--- config.mk ---
export PLATFORM = sky130hd
export DESIGN_NAME = led_matrix_scanner
export DESIGN_NICKNAME = d
export VERILOG_FILES = /design/src/rtl/led_matrix_scanner.sv
export SDC_FILE = /design/constraint.sdc
export NUM_CORES = 1
export LEC_CHECK = 0
export CORE_UTILIZATION = 45
export CTS_BUF_LIST = sky130_fd_sc_hd__clkbuf_8
export CTS_CLUSTER_SIZE = 30
export DETAILED_ROUTE_END_ITERATION = 7
export GPL_TIMING_DRIVEN = 1
export PLACE_DENSITY = 0.81
export RECOVER_POWER = 50
export SYNTH_ARGS = -nofsm -noshare
export SYNTH_HDL_FRONTEND = slang
export SYNTH_SLANG_ARGS = --single-unit
--- constraint.sdc ---
create_clock -name clock -period 2.55 [get_ports clock]
set_clock_uncertainty 0.05 [all_clocks]
set_input_delay 0.51 -clock clock [delete_from_list [all_inputs] [get_ports clock]]
set_output_delay 0.51 -clock clock [all_outputs]
set_load 0.02 [all_outputs]
--- src/rtl/led_matrix_scanner.sv ---
// Double-buffered row-scan driver for a common-row RGB LED matrix.
// Each row gets BLANK all-off cycles followed by a DWELL-cycle on-window.
// Global PWM brightness gates the column drivers inside the on-window.
// A new image is latched into the shadow buffer only at the frame boundary.
// Optional feature macro: LED_MATRIX_TEST_PATTERN_EN adds a test_mode input.
// When test_mode is high, the shadow buffer is replaced by a red/green checkerboard.
module led_matrix_scanner #(
    parameter int ROWS     = 8,
    parameter int COLS     = 8,
    parameter int DWELL    = 1024,
    parameter int BLANK    = 16,
    parameter int PWM_BITS = 4
) (
    input  logic                 clock,
    input  logic                 reset_n,
    input  logic [ROWS*COLS-1:0] red_array,
    input  logic [ROWS*COLS-1:0] green_array,
    input  logic [PWM_BITS-1:0]  brightness,
    input  logic                 frame_load,
`ifdef LED_MATRIX_TEST_PATTERN_EN
    input  logic                 test_mode,
`endif
    output logic                 load_ack,
    output logic                 frame_start,
    output logic [COLS-1:0]      red_driver,
    output logic [COLS-1:0]      green_driver,
    output logic [ROWS-1:0]      row_sink
);

    // One phase counter serves both windows, so size it for the longer one.
    localparam int CNT_MAX = (DWELL > BLANK) ? DWELL : BLANK;
    localparam int CNT_W   = (CNT_MAX > 1) ? $clog2(CNT_MAX) : 1;
    localparam int ROW_W   = $clog2(ROWS);

    localparam logic [CNT_W-1:0] BLANK_LAST = CNT_W'(BLANK - 1);
    localparam logic [CNT_W-1:0] DWELL_LAST = CNT_W'(DWELL - 1);
    localparam logic [ROW_W-1:0] ROW_LAST   = ROW_W'(ROWS - 1);

    typedef enum logic {
        ST_BLANK = 1'b0,
        ST_ON    = 1'b1
    } state_t;

    state_t                 state_reg, state_next;
    logic [ROW_W-1:0]       row_reg, row_next;
    logic [CNT_W-1:0]       cnt_reg, cnt_next;
    logic [PWM_BITS-1:0]    pwm_reg, pwm_next;
    logic [PWM_BITS-1:0]    bright_reg, bright_next;
    logic                   pend_reg, pend_next;
    logic [ROWS*COLS-1:0]   red_shadow_reg, red_shadow_next;
    logic [ROWS*COLS-1:0]   green_shadow_reg, green_shadow_next;

    logic                   frame_boundary;
    logic                   do_load;
    logic                   lit;
    logic [COLS-1:0]        red_row;
    logic [COLS-1:0]        green_row;

    // First BLANK cycle of row 0 is the only point where a new image may land.
    assign frame_boundary = (state_reg == ST_BLANK) && (row_reg == '0) && (cnt_reg == '0);
    // A load request raised in the boundary cycle itself is honoured immediately.
    assign do_load        = frame_boundary && (pend_reg || frame_load);

    // State and datapath registers with synchronous active-low reset.
    always_ff @(posedge clock) begin
        if (!reset_n) begin
            state_reg        <= ST_BLANK;
            row_reg          <= '0;
            cnt_reg          <= '0;
            pwm_reg          <= '0;
            bright_reg       <= '0;
            pend_reg         <= 1'b0;
            red_shadow_reg   <= '0;
            green_shadow_reg <= '0;
        end else begin
            state_reg        <= state_next;
            row_reg          <= row_next;
            cnt_reg          <= cnt_next;
            pwm_reg          <= pwm_next;
            bright_reg       <= bright_next;
            pend_reg         <= pend_next;
            red_shadow_reg   <= red_shadow_next;
            green_shadow_reg <= green_shadow_next;
        end
    end

    // Next-state logic: BLANK/ON sequencing, row advance and load handshake.
    always_comb begin
        state_next        = state_reg;
        row_next          = row_reg;
        cnt_next          = cnt_reg + 1'b1;
        pwm_next          = pwm_reg;
        bright_next       = bright_reg;
        pend_next         = pend_reg;
        red_shadow_next   = red_shadow_reg;
        green_shadow_next = green_shadow_reg;

        case (state_reg)
            ST_BLANK: begin
                if (cnt_reg == BLANK_LAST) begin
                    state_next  = ST_ON;
                    cnt_next    = '0;
                    pwm_next    = '0;
                    bright_next = brightness;
                end
            end
            ST_ON: begin
                pwm_next = pwm_reg + 1'b1;
                if (cnt_reg == DWELL_LAST) begin
                    state_next = ST_BLANK;
                    cnt_next   = '0;
                    row_next   = (row_reg == ROW_LAST) ? '0 : row_reg + 1'b1;
                end
            end
            default: begin
                state_next = ST_BLANK;
                cnt_next   = '0;
            end
        endcase

        if (do_load) begin
            red_shadow_next   = red_array;
            green_shadow_next = green_array;
            pend_next         = 1'b0;
        end else if (frame_load) begin
            pend_next = 1'b1;
        end
    end

`ifdef LED_MATRIX_TEST_PATTERN_EN
    logic [COLS-1:0] checker_row;

    // Pixel (r,c) is red when r and c share parity; green is the complement.
    for (genvar gi = 0; gi < COLS; gi++) begin : g_checker
        assign checker_row[gi] = (row_reg[0] == 1'(gi % 2));
    end

    // Column data source: checkerboard in test mode, else the shadow row.
    always_comb begin
        red_row   = red_shadow_reg[row_reg*COLS +: COLS];
        green_row = green_shadow_reg[row_reg*COLS +: COLS];
        if (test_mode) begin
            red_row   = checker_row;
            green_row = ~checker_row;
        end
    end
`else
    // Column data source: the shadow row currently being scanned.
    always_comb begin
        red_row   = red_shadow_reg[row_reg*COLS +: COLS];
        green_row = green_shadow_reg[row_reg*COLS +: COLS];
    end
`endif

    assign lit = (state_reg == ST_ON) && (pwm_reg < bright_reg);

    // Output decode; pulses are masked while reset is held so that the first
    // frame_start lands on the first cycle with reset_n released.
    always_comb begin
        row_sink     = (state_reg == ST_ON) ? ~(ROWS'(1) << row_reg) : '1;
        red_driver   = lit ? red_row : '0;
        green_driver = lit ? green_row : '0;
        frame_start  = frame_boundary && reset_n;
        load_ack     = do_load && reset_n;
    end

endmodule

==> metrics <==
status finished with violations; R2R Setup Slk 70 ps; Final ANT Viol Nets 0; clk root buf clkbuf_8; DR DRC count 0; vias in the first global route 4989; final WL 16580 µm; Setup crit start row_reg[0]; P per Cell Area 609.5 mW/mm²; Finished Core Util 64.63%; global route total overflow 0; Die Ht 118.9 µm; Post-synth EDFFs 0; drt first pass iters 6; final total power 5.238 mW; via density per instance 5.719; min cycle time layout 2623 ps; reg2reg start row_reg[0]; max-slew violation count 0; area grow syn2layout 39.79%; Synth async-reset ratio 0%; # fillers 1019; share of layout cells above drive strength 1 22.39%; count of input and output buffers 160; synthesized cell area 0.006147 mm²; maximum clock rate 381.2 MHz; sequential fraction of the synthesis area 49.18%; total clock sinks 151; WP data arrival 2060 ps; Clock transition at path regs 90 ps; mean routed wirelength per cell 19.39 µm; floorplan row count 42; # hold bufs at CTS 0; Clock Latency Late Sink 460 ps; measured slew at the worst slew-check pin 569.6 ps; Core ar. 0.01330 mm²; placed cell area 0.008023 mm²; antenna violations before repair 0; ANT cells 0; CP endpoint kind output port; post-synthesis cell type count 36; HP Class reg -> reg; Starting Density 46.24%; CP Capture Point green_driver[1]; LEAKAGE 3.213 nW; gpl congestion 0.8713; RSZ-0062 raised after global routing true; total die area 0.01413 mm²; reg2reg end green_shadow_reg[32]; die width 118.9 µm; post-DP HPWL 11880 µm; violated checks negative setup slack; first-pass GRT wire length 25680 µm; dpl ws -141.1 ps; Worst Setup Start Kind flop; commonest non-fill, non-tap cells in the layout dfxtp_1, clkdlybuf4s50_1, a22o_1; final setup vio count 14; Ys Warns 0; worst endpoint required time 1990 ps; vias after detailed routing 4890; worst setup margin -73.18 ps; WS Path Type reg -> out; Syn Inst Count 500; Mean Syn Cell Area 12.29 µm²; Max Cap Viol 0; Critical Path Fanout Max 13; R2R depth 9; gr usage total 24.03%; Max VDD drop 0.4374 mV; most common cell after layout, fill and taps aside dfxtp_1; number of DRC markers in iteration 0 270; crit share post-route 102.9%; I/O pin count 161; CTS tree built; #FFs+latches synth 151; dominant synthesized flop cell dfxtp_1; CTS Buffer Depth 2; Final Instance Area 0.008593 mm²; Final Hold Violating Endpoints 0; Rel. slew slack 62.03%; Synth area leader dfxtp_1; final net count 813; Post-Syn Nets 647; Synth area leaders dfxtp_1, a22o_1, mux4_2; CTS Buf Count 17; post-synth top area share 49.18%; H-tree depth 4; largest net degree at the start of global routing 76
## cells in the mapped netlist, types with 4 or more instances
cell type,count
clkbuf_1,5
mux2i_1,22
a22o_1,128
mux4_2,32
nor2_1,24
buf_2,20
ha_1,12
xnor2_1,8
dfxtp_1,151
buf_6,10
inv_1,11
buf_4,4
nand2_1,13
nand3_1,8
a211oi_1,17
buf_1,5
## kinds of logic after synthesis
group,Yosys count,synth area share [%]
adders and majority gates,12,2.442
muxes,54,15.31
buffers and inverters,56,5.292
AOI/OAI and AO/OA,151,20.96
xor gates and xnor gates,10,1.425
DFF,151,49.18
and+or+nand+nor,66,5.394
## stage by stage
stage               TNS [ps]  hold slack [ps]  std cells
finish                -546.1            421.3        855
global route           -5837            437.9        855
CTS                    -1421            426.2        853
detailed placement     -1238            401.6        821
global placement      -409.5            400.0        821
floorplan                  0            386.9        500
## how the worst min path moves through the flow
stage                               from                    to  slack, ps  cells past startpoint
floorplan           green_shadow_reg[16]  green_shadow_reg[16]        390                      1
global placement    green_shadow_reg[56]  green_shadow_reg[56]        400                      1
detailed placement    red_shadow_reg[20]    red_shadow_reg[20]        400                      1
CTS                 green_shadow_reg[25]  green_shadow_reg[25]        430                      1
global route        green_shadow_reg[49]  green_shadow_reg[49]        440                      1
finish              green_shadow_reg[57]  green_shadow_reg[57]        420                      1
## where the power goes
group | internal [mW] | switching [mW] | leakage [nW] | total, mW
Sequential | 2.54 | 0.103 | 1.24 | 2.64
Combinational | 0.433 | 0.266 | 1.77 | 0.699
Clock | 1.01 | 0.885 | 0.203 | 1.89
Total | 3.98 | 1.25 | 3.21 | 5.24
## timing repair
item | in CTS | in global routing
setup buffers | 0 | 1
resized for setup | 113 | 42
pin swaps | 4 | 6
setup endpoints to repair | 25 | 95
cloned | 0 | 1
## critical path, cell delays in order, from the launching register on
cell and delay (ps):
dfxtp_4 410, buf_12 180, mux4_2 540, mux2i_2 220, a211oi_2 50, buf_2 180
## routing by layer
layer	track usage (%)	up-vias	part of all wire, %
met5	0	-	0
met4	10.92	0	2.4
met3	6.992	34	7.6
met2	40.10	202	50
met1	28.61	2397	40
li1	-	2257	-
## final cells by class
cell class | count | area [µm²] | share of cell area (%)
Sequential cell | 151 | 3037 | 35.34
Multi-Input combinational cell | 293 | 2975 | 34.62
Timing Repair Buffer | 191 | 1901 | 22.12
Clock buffer | 19 | 261.5 | 3.043
Tap cell | 176 | 220.2 | 2.563
Clock inverter | 13 | 153.9 | 1.791
Inverter | 12 | 45.04 | 0.5242
No activity file was read; power rests on OpenSTA's default activity.
